**config.mk**
```make
export PLATFORM = sky130hd
export DESIGN_NAME = sw_debounce
export DESIGN_NICKNAME = d
export VERILOG_FILES = /design/src/rtl/sw_debounce.sv
export SDC_FILE = /design/constraint.sdc
export NUM_CORES = 1
export LEC_CHECK = 0
export BUFFER_PORTS_ARGS = -buffer_cell sky130_fd_sc_hd__buf_4
export CAP_MARGIN = 40
export CORE_MARGIN = 4
export CORE_UTILIZATION = 46
export CTS_BUF_LIST = sky130_fd_sc_hd__clkbuf_4
export DETAILED_ROUTE_END_ITERATION = 10
export PLACE_DENSITY_LB_ADDON = 0.1
export SKIP_LAST_GASP = 1
export SYNTH_ARGS = -nofsm -noshare
export SYNTH_HDL_FRONTEND = slang
export SYNTH_SLANG_ARGS = --single-unit
export TNS_END_PERCENT = 20
```
**constraint.sdc**
```tcl
create_clock -name clk -period 4.6 [get_ports clk]
set_input_delay 0 -clock clk [delete_from_list [all_inputs] [get_ports clk]]
set_output_delay 0 -clock clk [all_outputs]
set_load 0.02 [all_outputs]
```
**src/rtl/sw_debounce.sv**
```systemverilog
// sw_debounce: two-flop synchronizer followed by an independent per-bit
// debouncer for a bank of slide switches. Emits registered debounced levels,
// one-cycle rise/fall pulses per bit and an any-change strobe.
module sw_debounce #(
    parameter int WIDTH         = 8,
    parameter int STABLE_CYCLES = 200000,
    parameter int CNT_W         = $clog2(STABLE_CYCLES + 1)
) (
    input  logic             clk,
    input  logic             rst,
    input  logic [WIDTH-1:0] sw_raw,
    output logic [WIDTH-1:0] sw_db,
    output logic [WIDTH-1:0] sw_rise,
    output logic [WIDTH-1:0] sw_fall,
    output logic             sw_chg
);

    localparam logic [CNT_W-1:0] LAST = CNT_W'(STABLE_CYCLES - 1);

    logic [WIDTH-1:0] sync1;
    logic [WIDTH-1:0] sync2;
    logic [CNT_W-1:0] cnt     [WIDTH];
    logic [CNT_W-1:0] cnt_nxt [WIDTH];
    logic [WIDTH-1:0] db_nxt;
    logic [WIDTH-1:0] rise_nxt;
    logic [WIDTH-1:0] fall_nxt;

    // Two-flop synchronizer; nothing sits between the stages.
    always_ff @(posedge clk) begin
        if (rst) begin
            sync1 <= '0;
            sync2 <= '0;
        end else begin
            sync1 <= sw_raw;
            sync2 <= sync1;
        end
    end

    // Next-state per bit: any agreement clears the count, the last
    // consecutive disagreement flips the level and raises the matching pulse.
    always_comb begin
        db_nxt   = sw_db;
        rise_nxt = '0;
        fall_nxt = '0;
        for (int unsigned i = 0; i < unsigned'(WIDTH); i++) begin
            cnt_nxt[i] = '0;
            if (sync2[i] != sw_db[i]) begin
                if (cnt[i] == LAST) begin
                    db_nxt[i]   = sync2[i];
                    rise_nxt[i] = sync2[i];
                    fall_nxt[i] = ~sync2[i];
                end else begin
                    cnt_nxt[i] = cnt[i] + 1'b1;
                end
            end
        end
    end

    // Debouncer state and registered outputs; sw_chg is taken from the
    // next-state pulses so it lands in the same cycle as sw_rise/sw_fall.
    always_ff @(posedge clk) begin
        if (rst) begin
            sw_db   <= '0;
            sw_rise <= '0;
            sw_fall <= '0;
            sw_chg  <= 1'b0;
            for (int unsigned i = 0; i < unsigned'(WIDTH); i++) begin
                cnt[i] <= '0;
            end
        end else begin
            sw_db   <= db_nxt;
            sw_rise <= rise_nxt;
            sw_fall <= fall_nxt;
            sw_chg  <= |(rise_nxt | fall_nxt);
            for (int unsigned i = 0; i < unsigned'(WIDTH); i++) begin
                cnt[i] <= cnt_nxt[i];
            end
        end
    end

endmodule

```
==> impl_metrics.prom <==
# TYPE chip_impl_metric gauge
chip_impl_info{name="synth_largest_area_cell",value="sky130_fd_sc_hd__dfxtp_1"} 1
chip_impl_metric{name="drt-vias-per-instance",unit=""} 5.05
chip_impl_metric{name="worst_case_clock_buffer_depth",unit=""} 2
chip_impl_metric{name="worst_ep_arrival_time",unit="ns"} 2.62
chip_impl_info{name="synthFlopType",value="sky130_fd_sc_hd__dfxtp_1"} 1
chip_impl_metric{name="multiInputGateArea",unit="µm²"} 3830
chip_impl_metric{name="io_buffers",unit=""} 34
chip_impl_metric{name="place_ws",unit="ns"} 2.47
chip_impl_metric{name="worst-slew-pin-transition",unit="ns"} 0.619
chip_impl_metric{name="filler_cell_count",unit=""} 1527
chip_impl_metric{name="met1Wirelength",unit="µm"} 6860
chip_impl_info{name="outcome",value="complete, no violations"} 1
chip_impl_info{name="whs_endpoint",value="sync1[4]"} 1
chip_impl_metric{name="setup_total_negative_slack",unit="ns"} 0
chip_impl_metric{name="yosys.cell_types.count",unit=""} 54
chip_impl_metric{name="grt_max_degree",unit=""} 49
chip_impl_metric{name="avgSynthCellArea",unit="µm²"} 9.26
chip_impl_metric{name="finalWirelength",unit="µm"} 14000
chip_impl_metric{name="io_pins",unit=""} 35
chip_impl_metric{name="whs_path_depth",unit=""} 3
chip_impl_metric{name="final.period_utilization",unit=""} 0.475
chip_impl_metric{name="globalRouteTotalUtil",unit=""} 0.160
chip_impl_metric{name="synth_async_sr_flop_share",unit=""} 0
chip_impl_info{name="path_class",value="reg -> reg"} 1
chip_impl_metric{name="r2r_cells",unit=""} 6
chip_impl_metric{name="routedWlPerCell",unit="µm"} 12.5
chip_impl_info{name="critical_path_start_type",value="flop"} 1
chip_impl_info{name="post_synth_most_frequent_cells",value="sky130_fd_sc_hd__dfxtp_1, sky130_fd_sc_hd__nor2_1, sky130_fd_sc_hd__xor2_1"} 1
chip_impl_metric{name="fp.dieH",unit="µm"} 138
chip_impl_metric{name="synthToLayoutAreaGrowth",unit="%"} 10.8
chip_impl_metric{name="gr-total-overflow",unit=""} 0
chip_impl_metric{name="totalPowerFinal",unit="mW"} 2.49
chip_impl_metric{name="cts_inserted_buffers",unit=""} 17
chip_impl_info{name="clockRootBuffer",value="sky130_fd_sc_hd__clkbuf_4"} 1
chip_impl_info{name="area_contributors_post_synth",value="sky130_fd_sc_hd__dfxtp_1, sky130_fd_sc_hd__nor2_1, sky130_fd_sc_hd__xor2_1"} 1
chip_impl_metric{name="post_synth_edffs",unit=""} 0
chip_impl_metric{name="timing.final.hold_violations",unit=""} 0
chip_impl_metric{name="worst-path-max-fanout",unit=""} 17
chip_impl_metric{name="maxSlewViolCount",unit=""} 0
chip_impl_info{name="worst_hold_startpoint",value="sw_raw[4]"} 1
chip_impl_metric{name="worstSkewPairLatency",unit="ns"} 0.56
chip_impl_metric{name="cts.repair.resized",unit=""} 0
chip_impl_metric{name="clkTransAtPathRegs",unit="ns"} 0.15
chip_impl_metric{name="row_count",unit=""} 47
chip_impl_metric{name="worstPathBufferInverterCount",unit=""} 0
chip_impl_metric{name="drv_cap",unit=""} 0
chip_impl_metric{name="max-vdd-ir-drop",unit="µV"} 175
chip_impl_metric{name="vias_after_detailed_routing",unit=""} 5646
chip_impl_metric{name="clock-skew-final",unit="ns"} 0.0191
chip_impl_metric{name="dr.pass1.iters",unit=""} 4
chip_impl_metric{name="ctsHtreeMaxLevel",unit=""} 4
chip_impl_metric{name="initialDrtViolationCount",unit=""} 223
chip_impl_metric{name="synth_warnings",unit=""} 0
chip_impl_metric{name="seq_area",unit="µm²"} 3700
chip_impl_metric{name="worst-endpoint-required",unit="ns"} 5.04
chip_impl_info{name="crit_path_end_kind",value="flop"} 1
chip_impl_metric{name="drc",unit=""} 0
chip_impl_metric{name="synth_area",unit="µm²"} 7720
chip_impl_metric{name="cpPeakStageDelay",unit="ns"} 0.54
chip_impl_metric{name="time_the_final_worst_path_needs_with_i_o_delays_and_setup",unit="ns"} 2.19
chip_impl_metric{name="reg2reg_setup_slack",unit="ns"} 2.41
chip_impl_info{name="critical-path-top-delay-family",value="simple AND/OR/NAND/NOR gates"} 1
chip_impl_metric{name="yosys_register_bits",unit=""} 185
chip_impl_metric{name="relSlewSlack",unit=""} 0.583
chip_impl_metric{name="initial_core_util",unit=""} 0.467
chip_impl_metric{name="die-width",unit="µm"} 138
chip_impl_metric{name="wl_met3",unit="µm"} 470
chip_impl_metric{name="drive_above_1_share",unit=""} 0.0948
chip_impl_info{name="cpMaxStageDelayCell",value="sky130_fd_sc_hd__nand2_1"} 1
chip_impl_info{name="route.top_layer_used",value="met4"} 1
chip_impl_metric{name="synth_sequential_area_ratio",unit=""} 0.480
chip_impl_metric{name="first_global_vias",unit=""} 5438
chip_impl_metric{name="antenna_violating_nets_post_route",unit=""} 0
chip_impl_info{name="clock_tree_from_tritoncts",value="done"} 1
chip_impl_metric{name="clock-sinks",unit=""} 185
chip_impl_metric{name="maximum_achievable_frequency",unit="MHz"} 458
chip_impl_info{name="timing.critical_path.cells",value="ha_1 > and3_1 > and3_1 > nand4_1 > nand2_1 > nor2_1"} 1
chip_impl_metric{name="design.core.area",unit="µm²"} 16500
chip_impl_metric{name="final_nets",unit=""} 902
chip_impl_metric{name="dpl-instance-area",unit="µm²"} 8130
chip_impl_metric{name="layout.cell_area.non_filler",unit="µm²"} 8550
chip_impl_metric{name="worstSetupPathDepth",unit=""} 6
chip_impl_metric{name="synth_cells",unit=""} 833
chip_impl_info{name="grt_setup_unrepaired",value="no"} 1
chip_impl_metric{name="place.detailed.hpwl",unit="µm"} 9840
chip_impl_info{name="timing.rr.start",value="cnt[0][54]"} 1
chip_impl_metric{name="syn_nets",unit=""} 851
chip_impl_metric{name="globalplace.congestion",unit=""} 0.790
chip_impl_metric{name="die_area",unit="µm²"} 18900
chip_impl_metric{name="share_of_yosys_cell_area_claimed_by_the_top_area_cell_type",unit=""} 0.480
chip_impl_metric{name="timing.final.setup_violations",unit=""} 0
chip_impl_metric{name="total_leakage_power",unit="nW"} 2.77
chip_impl_info{name="cpMostUsedCell",value="sky130_fd_sc_hd__and3_1"} 1
chip_impl_info{name="min-delay-path-class",value="in -> reg"} 1
chip_impl_metric{name="grt_first_pass_wirelength",unit="µm"} 24700
chip_impl_info{name="worst_r2r_endpoint",value="cnt[0][67]"} 1
chip_impl_metric{name="met2RoutedLength",unit="µm"} 6650
chip_impl_info{name="post-synth-top-count-cell",value="sky130_fd_sc_hd__dfxtp_1"} 1
chip_impl_metric{name="final_ws_setup",unit="ns"} 2.41
chip_impl_metric{name="timing.hold.ws",unit="ns"} 0.312
chip_impl_metric{name="antenna_violations_before_repair",unit=""} 1
chip_impl_metric{name="powerDensity",unit="nW/µm²"} 291
## tightest hold or removal path, stage by stage
cell	delay (ns)
sky130_fd_sc_hd__dlygate4sd3_1	0.54
sky130_fd_sc_hd__buf_4	0.13
sky130_fd_sc_hd__nor2b_1	0.14
## cell families (layout without fill, tap and decap cells)
kind of cell / after synthesis / count (layout) / share of synthesized area
buffers and inverters: 35 / 99 / 0.0238
adders and majority gates: 8 / 8 / 0.0130
other: 0 / 1 / 0
xor gates and xnor gates: 136 / 136 / 0.154
muxes: 7 / 7 / 0.00908
DFF: 185 / 185 / 0.480
and+or+nand+nor: 456 / 456 / 0.311
AOI/OAI and AO/OA: 6 / 6 / 0.00827
## metal layers
metal / track usage / up-vias
li1: - / 2927
met1: 0.208 / 2649
met2: 0.258 / 66
met3: 0.0420 / 4
met4: 0.0527 / 0
met5: 0 / -
## per-stage QoR
stage	instances	utilization
after floorplan	833	-
after global placement	1069	0.492
after detailed placement	1069	0.492
after CTS	1117	0.517
after global routing	1118	0.517
final	1118	0.517
## flip-flops by register name (all words and copies together), names as in the netlist
name	flops
sw_rise	8
sw_db	8
sync2	8
sw_fall	8
sync1	8
cnt	144
sw_chg	1
## report_power, final
part	internal, mW	switching, mW
combinational	0.0217	0.0236
clock	0.275	0.553
sequential	1.61	0.00635
total	1.91	0.583
## placed cells by master (no fill, tap or decap), types with 7 or more instances in the layout
master / instances
sky130_fd_sc_hd__and3_1: 17
sky130_fd_sc_hd__nor2b_1: 16
sky130_fd_sc_hd__buf_4: 34
sky130_fd_sc_hd__dlygate4sd3_1: 16
sky130_fd_sc_hd__inv_1: 17
sky130_fd_sc_hd__nand4_1: 34
sky130_fd_sc_hd__xor2_1: 75
sky130_fd_sc_hd__and4_1: 8
sky130_fd_sc_hd__clkbuf_4: 18
sky130_fd_sc_hd__ha_1: 8
sky130_fd_sc_hd__nor4b_1: 23
sky130_fd_sc_hd__nor4bb_1: 7
sky130_fd_sc_hd__nor4_1: 10
sky130_fd_sc_hd__nand2_1: 54
sky130_fd_sc_hd__nor3_1: 19
sky130_fd_sc_hd__dfxtp_1: 185
sky130_fd_sc_hd__nand3_1: 44
sky130_fd_sc_hd__xnor2_1: 61
sky130_fd_sc_hd__nor2_1: 181
sky130_fd_sc_hd__mux2i_1: 7
## worst max-delay path by stage
stage	startpoint	end	slack, ns
after floorplan	cnt[1][36]	cnt[1][44]	2.79
after global placement	cnt[0][18]	cnt[0][25]	2.55
after detailed placement	cnt[0][54]	cnt[0][67]	2.47
after CTS	cnt[0][54]	cnt[0][67]	2.44
after global routing	cnt[0][54]	cnt[0][62]	2.19
final	cnt[0][54]	cnt[0][67]	2.41
## timing repair
action | in CTS | in global routing
setup buffers | 0 | 0
endpoints found under the hold margin | 30 | 0
hold buffers | 16 | 0
## area by class of cell
| type | instances | area share |
|---|---|---|
| Multi-Input combinational cell | 613 | 0.448 |
| Sequential cell | 185 | 0.433 |
| Timing Repair Buffer | 50 | 0.0486 |
| Tap cell | 220 | 0.0322 |
| Clock buffer | 18 | 0.0158 |
| Clock inverter | 14 | 0.0145 |
| Inverter | 17 | 0.00746 |
| Antenna cell | 1 | 0.000293 |
No activity file was read; power rests on OpenSTA's default activity.
